`config.mk`:
```
export PLATFORM = sky130hd
export DESIGN_NAME = bcd_digit_entry
export DESIGN_NICKNAME = d
export VERILOG_FILES = /design/src/rtl/bcd_digit_entry.sv
export SDC_FILE = /design/constraint.sdc
export NUM_CORES = 1
export LEC_CHECK = 0
export ABC_AREA = 0
export CORE_MARGIN = 1
export CORE_UTILIZATION = 50
export DETAILED_ROUTE_END_ITERATION = 10
export GPL_ROUTABILITY_DRIVEN = 1
export PLACE_DENSITY = 0.81
export SLEW_MARGIN = 20
export SYNTH_ARGS = -nofsm -noshare
export SYNTH_HDL_FRONTEND = slang
export SYNTH_SLANG_ARGS = --single-unit
```
`constraint.sdc`:
```
create_clock -name CLK -period 4.9 [get_ports CLK]
set_input_delay 0.98 -clock CLK [delete_from_list [all_inputs] [get_ports CLK]]
set_output_delay 0.98 -clock CLK [all_outputs]
set_load 0.02 [all_outputs]
```
`src/rtl/bcd_digit_entry.sv`:
```
// -----------------------------------------------------------------------------
// bcd_digit_entry
//   Consumer of the decimal-to-BCD key encoder. Synchronizes and debounces the
//   encoder's BCD code and any-key line and accepts exactly one digit per key
//   press. Accepted digits shift into a NUM_DIGITS-wide BCD entry register.
//   Codes above 9 (several keys pressed at once) are flagged. A digit accepted
//   while the register is full sets a sticky overflow flag.
//
// Ports:
//   CLK      in   1                  system clock, rising edge
//   RST      in   1                  asynchronous active-high reset
//   b_in     in   4                  BCD code from encoder (async to CLK)
//   CHK      in   1                  any-key line from encoder (async to CLK)
//   CLR      in   1                  synchronous clear of entry register/flags
//   digits   out  4*NUM_DIGITS       entry register, newest digit in [3:0]
//   count    out  clog2(NUM_DIGITS+1) number of digits stored
//   key_stb  out  1                  one-cycle pulse when a digit is stored
//   ERR      out  1                  one-cycle pulse when accepted code > 9
//   OVF      out  1                  sticky, digit accepted while full
// -----------------------------------------------------------------------------
module bcd_digit_entry #(
    parameter int NUM_DIGITS      = 4,
    parameter int DEBOUNCE_CYCLES = 4
) (
    input  logic                              CLK,
    input  logic                              RST,
    input  logic [3:0]                        b_in,
    input  logic                              CHK,
    input  logic                              CLR,
    output logic [4*NUM_DIGITS-1:0]           digits,
    output logic [$clog2(NUM_DIGITS+1)-1:0]   count,
    output logic                              key_stb,
    output logic                              ERR,
    output logic                              OVF
);

    localparam int DGW = 4 * NUM_DIGITS;
    localparam int CW  = $clog2(NUM_DIGITS + 1);
    localparam int DW  = $clog2(DEBOUNCE_CYCLES);

    localparam logic [DW-1:0] CNT_ONE    = DW'(1);
    localparam logic [DW-1:0] CNT_LAST   = DW'(DEBOUNCE_CYCLES - 1);
    localparam logic [CW-1:0] COUNT_FULL = CW'(NUM_DIGITS);
    localparam logic [CW-1:0] COUNT_ONE  = CW'(1);

    typedef enum logic [1:0] {
        IDLE    = 2'd0,
        PRESS   = 2'd1,
        HELD    = 2'd2,
        RELEASE = 2'd3
    } state_t;

    // Two-flop synchronizers for the asynchronous encoder outputs
    logic       chk_meta_q;
    logic       chk_sync_q;
    logic [3:0] b_meta_q;
    logic [3:0] b_sync_q;

    // Debounce FSM state
    state_t        state_q;
    state_t        state_d;
    logic [DW-1:0] cnt_q;
    logic [DW-1:0] cnt_d;
    logic [3:0]    cap_q;
    logic [3:0]    cap_d;
    logic          accept_s;

    // Entry register and flags
    logic [DGW-1:0] digits_q;
    logic [DGW-1:0] digits_d;
    logic [CW-1:0]  count_q;
    logic [CW-1:0]  count_d;
    logic           key_stb_q;
    logic           key_stb_d;
    logic           err_q;
    logic           err_d;
    logic           ovf_q;
    logic           ovf_d;
    logic           is_digit_s;

    // Synchronizer flops for CHK and the BCD code
    always_ff @(posedge CLK or posedge RST) begin
        if (RST) begin
            chk_meta_q <= 1'b0;
            chk_sync_q <= 1'b0;
            b_meta_q   <= 4'd0;
            b_sync_q   <= 4'd0;
        end else begin
            chk_meta_q <= CHK;
            chk_sync_q <= chk_meta_q;
            b_meta_q   <= b_in;
            b_sync_q   <= b_meta_q;
        end
    end

    // FSM state register with debounce counter and captured code
    always_ff @(posedge CLK or posedge RST) begin
        if (RST) begin
            state_q <= IDLE;
            cnt_q   <= '0;
            cap_q   <= 4'd0;
        end else begin
            state_q <= state_d;
            cnt_q   <= cnt_d;
            cap_q   <= cap_d;
        end
    end

    // FSM next-state logic; accept_s marks the PRESS->HELD transition
    always_comb begin
        state_d  = state_q;
        cnt_d    = cnt_q;
        cap_d    = cap_q;
        accept_s = 1'b0;
        case (state_q)
            IDLE: begin
                if (chk_sync_q) begin
                    state_d = PRESS;
                    cnt_d   = CNT_ONE;
                    cap_d   = b_sync_q;
                end else begin
                    state_d = IDLE;
                end
            end
            PRESS: begin
                // Any drop of CHK or change of code restarts the debounce
                if (!chk_sync_q || (b_sync_q != cap_q)) begin
                    state_d = IDLE;
                end else if (cnt_q == CNT_LAST) begin
                    state_d  = HELD;
                    accept_s = 1'b1;
                end else begin
                    cnt_d = cnt_q + CNT_ONE;
                end
            end
            HELD: begin
                // Code changes while held are deliberately ignored
                if (!chk_sync_q) begin
                    state_d = RELEASE;
                    cnt_d   = CNT_ONE;
                end else begin
                    state_d = HELD;
                end
            end
            RELEASE: begin
                if (chk_sync_q) begin
                    state_d = HELD;
                end else if (cnt_q == CNT_LAST) begin
                    state_d = IDLE;
                end else begin
                    cnt_d = cnt_q + CNT_ONE;
                end
            end
            default: begin
                state_d = IDLE;
                cnt_d   = '0;
            end
        endcase
    end

    // Output logic: entry register update, strobes and overflow
    always_comb begin
        is_digit_s = (cap_q <= 4'd9);
        digits_d   = digits_q;
        count_d    = count_q;
        ovf_d      = ovf_q;
        key_stb_d  = 1'b0;
        // ERR is reported even when CLR drops the same-cycle accept
        err_d      = accept_s && !is_digit_s;
        if (CLR) begin
            digits_d = '0;
            count_d  = '0;
            ovf_d    = 1'b0;
        end else if (accept_s && is_digit_s) begin
            if (count_q < COUNT_FULL) begin
                digits_d  = (digits_q << 3'd4) | DGW'(cap_q);
                count_d   = count_q + COUNT_ONE;
                key_stb_d = 1'b1;
            end else begin
                ovf_d = 1'b1;
            end
        end else begin
            digits_d = digits_q;
        end
    end

    // Registered outputs
    always_ff @(posedge CLK or posedge RST) begin
        if (RST) begin
            digits_q  <= '0;
            count_q   <= '0;
            key_stb_q <= 1'b0;
            err_q     <= 1'b0;
            ovf_q     <= 1'b0;
        end else begin
            digits_q  <= digits_d;
            count_q   <= count_d;
            key_stb_q <= key_stb_d;
            err_q     <= err_d;
            ovf_q     <= ovf_d;
        end
    end

    assign digits  = digits_q;
    assign count   = count_q;
    assign key_stb = key_stb_q;
    assign ERR     = err_q;
    assign OVF     = ovf_q;

endmodule

```
==> results.sh <==
export IMPL_skew_ps=14.25
export IMPL_critPathKind="flop to primary output"
export IMPL_max_freq_mhz=417.5
export IMPL_final_common_cell="dfrtp_1"
export IMPL_critPathSlowestCell="clkdlybuf4s50_1"
export IMPL_start_util_pct=52.04
export IMPL_cp_max_fo=5
export IMPL_worstMarginPinSlew_ps=676.0
export IMPL_power_frac_clock_pct=35.4
export IMPL_route_final_wire_length_um=2921
export IMPL_worstPathRequired_ps=3920
export IMPL_p_total_w=0.0006709
export IMPL_io_pins=30
export IMPL_cts_buffers=5
export IMPL_seq_area_frac_synth_pct=57.64
export IMPL_relSlewSlack_pct=54.80
export IMPL_path_cells="clkdlybuf4s50_1"
export IMPL_grt_max_degree=41
export IMPL_clock_sinks=40
export IMPL_path_buf_inv=1
export IMPL_min_path_type="flop to flop"
export IMPL_worstSkewPairLatency_ps=340
export IMPL_track_usage_pct=18.28
export IMPL_status="complete, no violations"
export IMPL_reg2reg_slack_ps=3030
export IMPL_n_antenna_cell=0
export IMPL_worstPathArrival_ps=1420
export IMPL_p_leak_nw=0.9803
export IMPL_ys_warn_count=0
export IMPL_setup_violations_final=0
export IMPL_fin_util_pct=64.49
export IMPL_drcViolationCount=0
export IMPL_grt_pass1_vias=1123
export IMPL_firstDrtPassIters=4
export IMPL_multi_input_area_um2=685.7
export IMPL_gp_congestion=0.6918
export IMPL_layout_cells_most_common_list="dfrtp_1, clkdlybuf4s50_1, nand2b_1"
export IMPL_cts_setup_buffers=0
export IMPL_power_density_nw_per_um2=311.8
export IMPL_maxCapViolations=0
export IMPL_htree_num_levels=2
export IMPL_fp_dieW_um=60.94
export IMPL_ir_drop_v=0.0002108
export IMPL_cts_resized=0
export IMPL_grt_overflow=0
export IMPL_ctsHoldBuffers=0
export IMPL_drive_above_1_share_pct=9.827
export IMPL_place_area_um2=2057
export IMPL_clkTransAtPathRegs_ps=120
export IMPL_port_buffers=29
export IMPL_stdcell_area_um2=2152
export IMPL_start_kind="flop"
export IMPL_yosys_area_top_type="dfrtp_1"
export IMPL_yosysUniqueCellTypes=33
export IMPL_p_int_w=0.0005139
export IMPL_fin_crit_sh_pct=48.88
export IMPL_switchingPower_w=0.0001570
export IMPL_ys_seq_elements=40
export IMPL_pwr_share_seq_pct=53.7
export IMPL_cp_end_kind="primary output"
export IMPL_wl_per_cell_um=13.34
export IMPL_core_um2=3337
export IMPL_n_fill_cell=270
export IMPL_switching_share_pct=23.40
export IMPL_hpwl_um=2105
export IMPL_combPwrFrac_pct=10.9
export IMPL_seq_area_um2=1001
export IMPL_drv_slew=0
export IMPL_max_stage_delay_ps=630
export IMPL_rsz0062_at_grt="false"
export IMPL_vias=1118
export IMPL_clockBufferDepth=2
export IMPL_rows=21
export IMPL_synth_area_per_cell_um2=12.40
export IMPL_fp_dieArea_um2=3713
export IMPL_yosysTopAreaCellShare_pct=57.64
export IMPL_cts_tree="built"
export IMPL_via_per_inst=5.105
export IMPL_cts_root_buf="clkbuf_4"
export IMPL_syn_area_um2=1737
export IMPL_synthCells=140
export IMPL_nets=182
export IMPL_area_growth_pct=23.92
export IMPL_fin_setup_tns_ps=0
export IMPL_grt_antenna_before_repair=0
export IMPL_first_iter_violations=31
export IMPL_ant_nets=0
export IMPL_finalHoldViolations=0
export IMPL_die_h_um=60.94
export IMPL_fin_crit_ps=2395
export IMPL_mappedNetlistNets=150
export IMPL_grt_pass1_wl_um=4712
export IMPL_synth_area_leaders="dfrtp_1, mux2i_1, nand2b_1"
export IMPL_crit_family="buffers and inverters"
-- logic make-up (layout without fill, tap and decap cells) --
family | after synthesis | count (layout) | synth area share (%)
AO/OA/AOI/OAI | 14 | 14 | 5.260
XOR/XNOR | 5 | 5 | 2.521
adder cells (fa/ha/maj) | 2 | 2 | 1.441
buffers and inverters | 9 | 42 | 2.881
flip-flops | 40 | 40 | 57.64
multiplexers | 22 | 22 | 13.26
AND/OR/NAND/NOR | 48 | 48 | 17.00
-- through the flow --
step,cells,hold slack (ps),setup slack [ps]
2_1_floorplan,140,331.2,3002
3_3_place_gp,211,332.3,2477
3_5_place_dp,211,334.7,2355
4_1_cts,219,359.0,2486
5_1_grt,219,363.6,2417
6_report,219,356.3,2505
-- final cells by class --
cell class / instances / share of cell area (%)
inverters: 4 / 0.6977
well taps: 46 / 2.674
repair buffers: 30 / 13.84
clock buffers: 7 / 3.023
clock inverters: 1 / 1.395
flip-flops and latches: 40 / 46.51
multi-input cells: 91 / 31.86
-- flip-flops by register name, summed over array words and instances (netlist names), 2 cells and up --
signal / cells
b_meta_q: 4
b_sync_q: 4
cap_q: 4
cnt_q: 2
count: 3
digits: 16
state_q: 2
-- power by group through the flow --
| stage | combinational [W] | clock [W] | sequential [W] |
|---|---|---|---|
| final | 0.0000728 | 0.000238 | 0.000360 |
| after global routing | 0.0000823 | 0.000262 | 0.000363 |
| after CTS | 0.0000740 | 0.000246 | 0.000360 |
| after detailed placement | 0.0000740 | 0 | 0.000367 |
| after global placement | 0.0000699 | 0 | 0.000366 |
| after floorplan | 0.0000598 | 0 | 0.000361 |
-- path summary, 6_finish.rpt --
kind	endpoint	startpoint	cells after the start
setup / recovery	count[2]	count[2]$_DFFE_PP0P_	1
hold / removal	b_sync_q[1]$_DFF_PP0_	b_meta_q[1]$_DFF_PP0_	0
setup reg to reg	count[0]$_DFFE_PP0P_	cap_q[0]$_DFFE_PP0P_	4
hold reg to reg	b_sync_q[1]$_DFF_PP0_	b_meta_q[1]$_DFF_PP0_	0
max in group asynchronous	digits[4]$_DFFE_PP0P_	RST	3
min in group asynchronous	cnt_q[0]$_DFFE_PP0P_	RST	3
-- per-layer routing --
metal	vias up	global-route usage (%)	share of wire [%]
met5	-	0	0
met2	28	29.83	52
met1	538	20.11	43
li1	545	-	-
met4	0	10.06	2.1
met3	7	7.889	3.5
-- cells in the mapped netlist --
cell       number
nand3_1         1
mux2_4          1
o21ai_0         4
nand4_2         1
o22ai_1         3
nand2_1         5
a21oi_1         1
ha_1            2
nor3b_1         3
o311ai_0        1
and4_1          1
or3_1           1
nor3_1          1
o21a_1          1
mux2i_1        17
mux2_2          4
nand2b_1       25
clkbuf_1        2
buf_6           2
nor3_4          1
nor2_2          1
a31oi_1         1
dfrtp_1        40
xnor2_1         1
nor2_1          5
nor4_1          1
xor2_1          4
inv_1           4
buf_2           1
a2bb2oi_1       1
o211ai_1        1
o2bb2ai_1       1
nor2b_1         2
No activity file was read; power rests on OpenSTA's default activity.
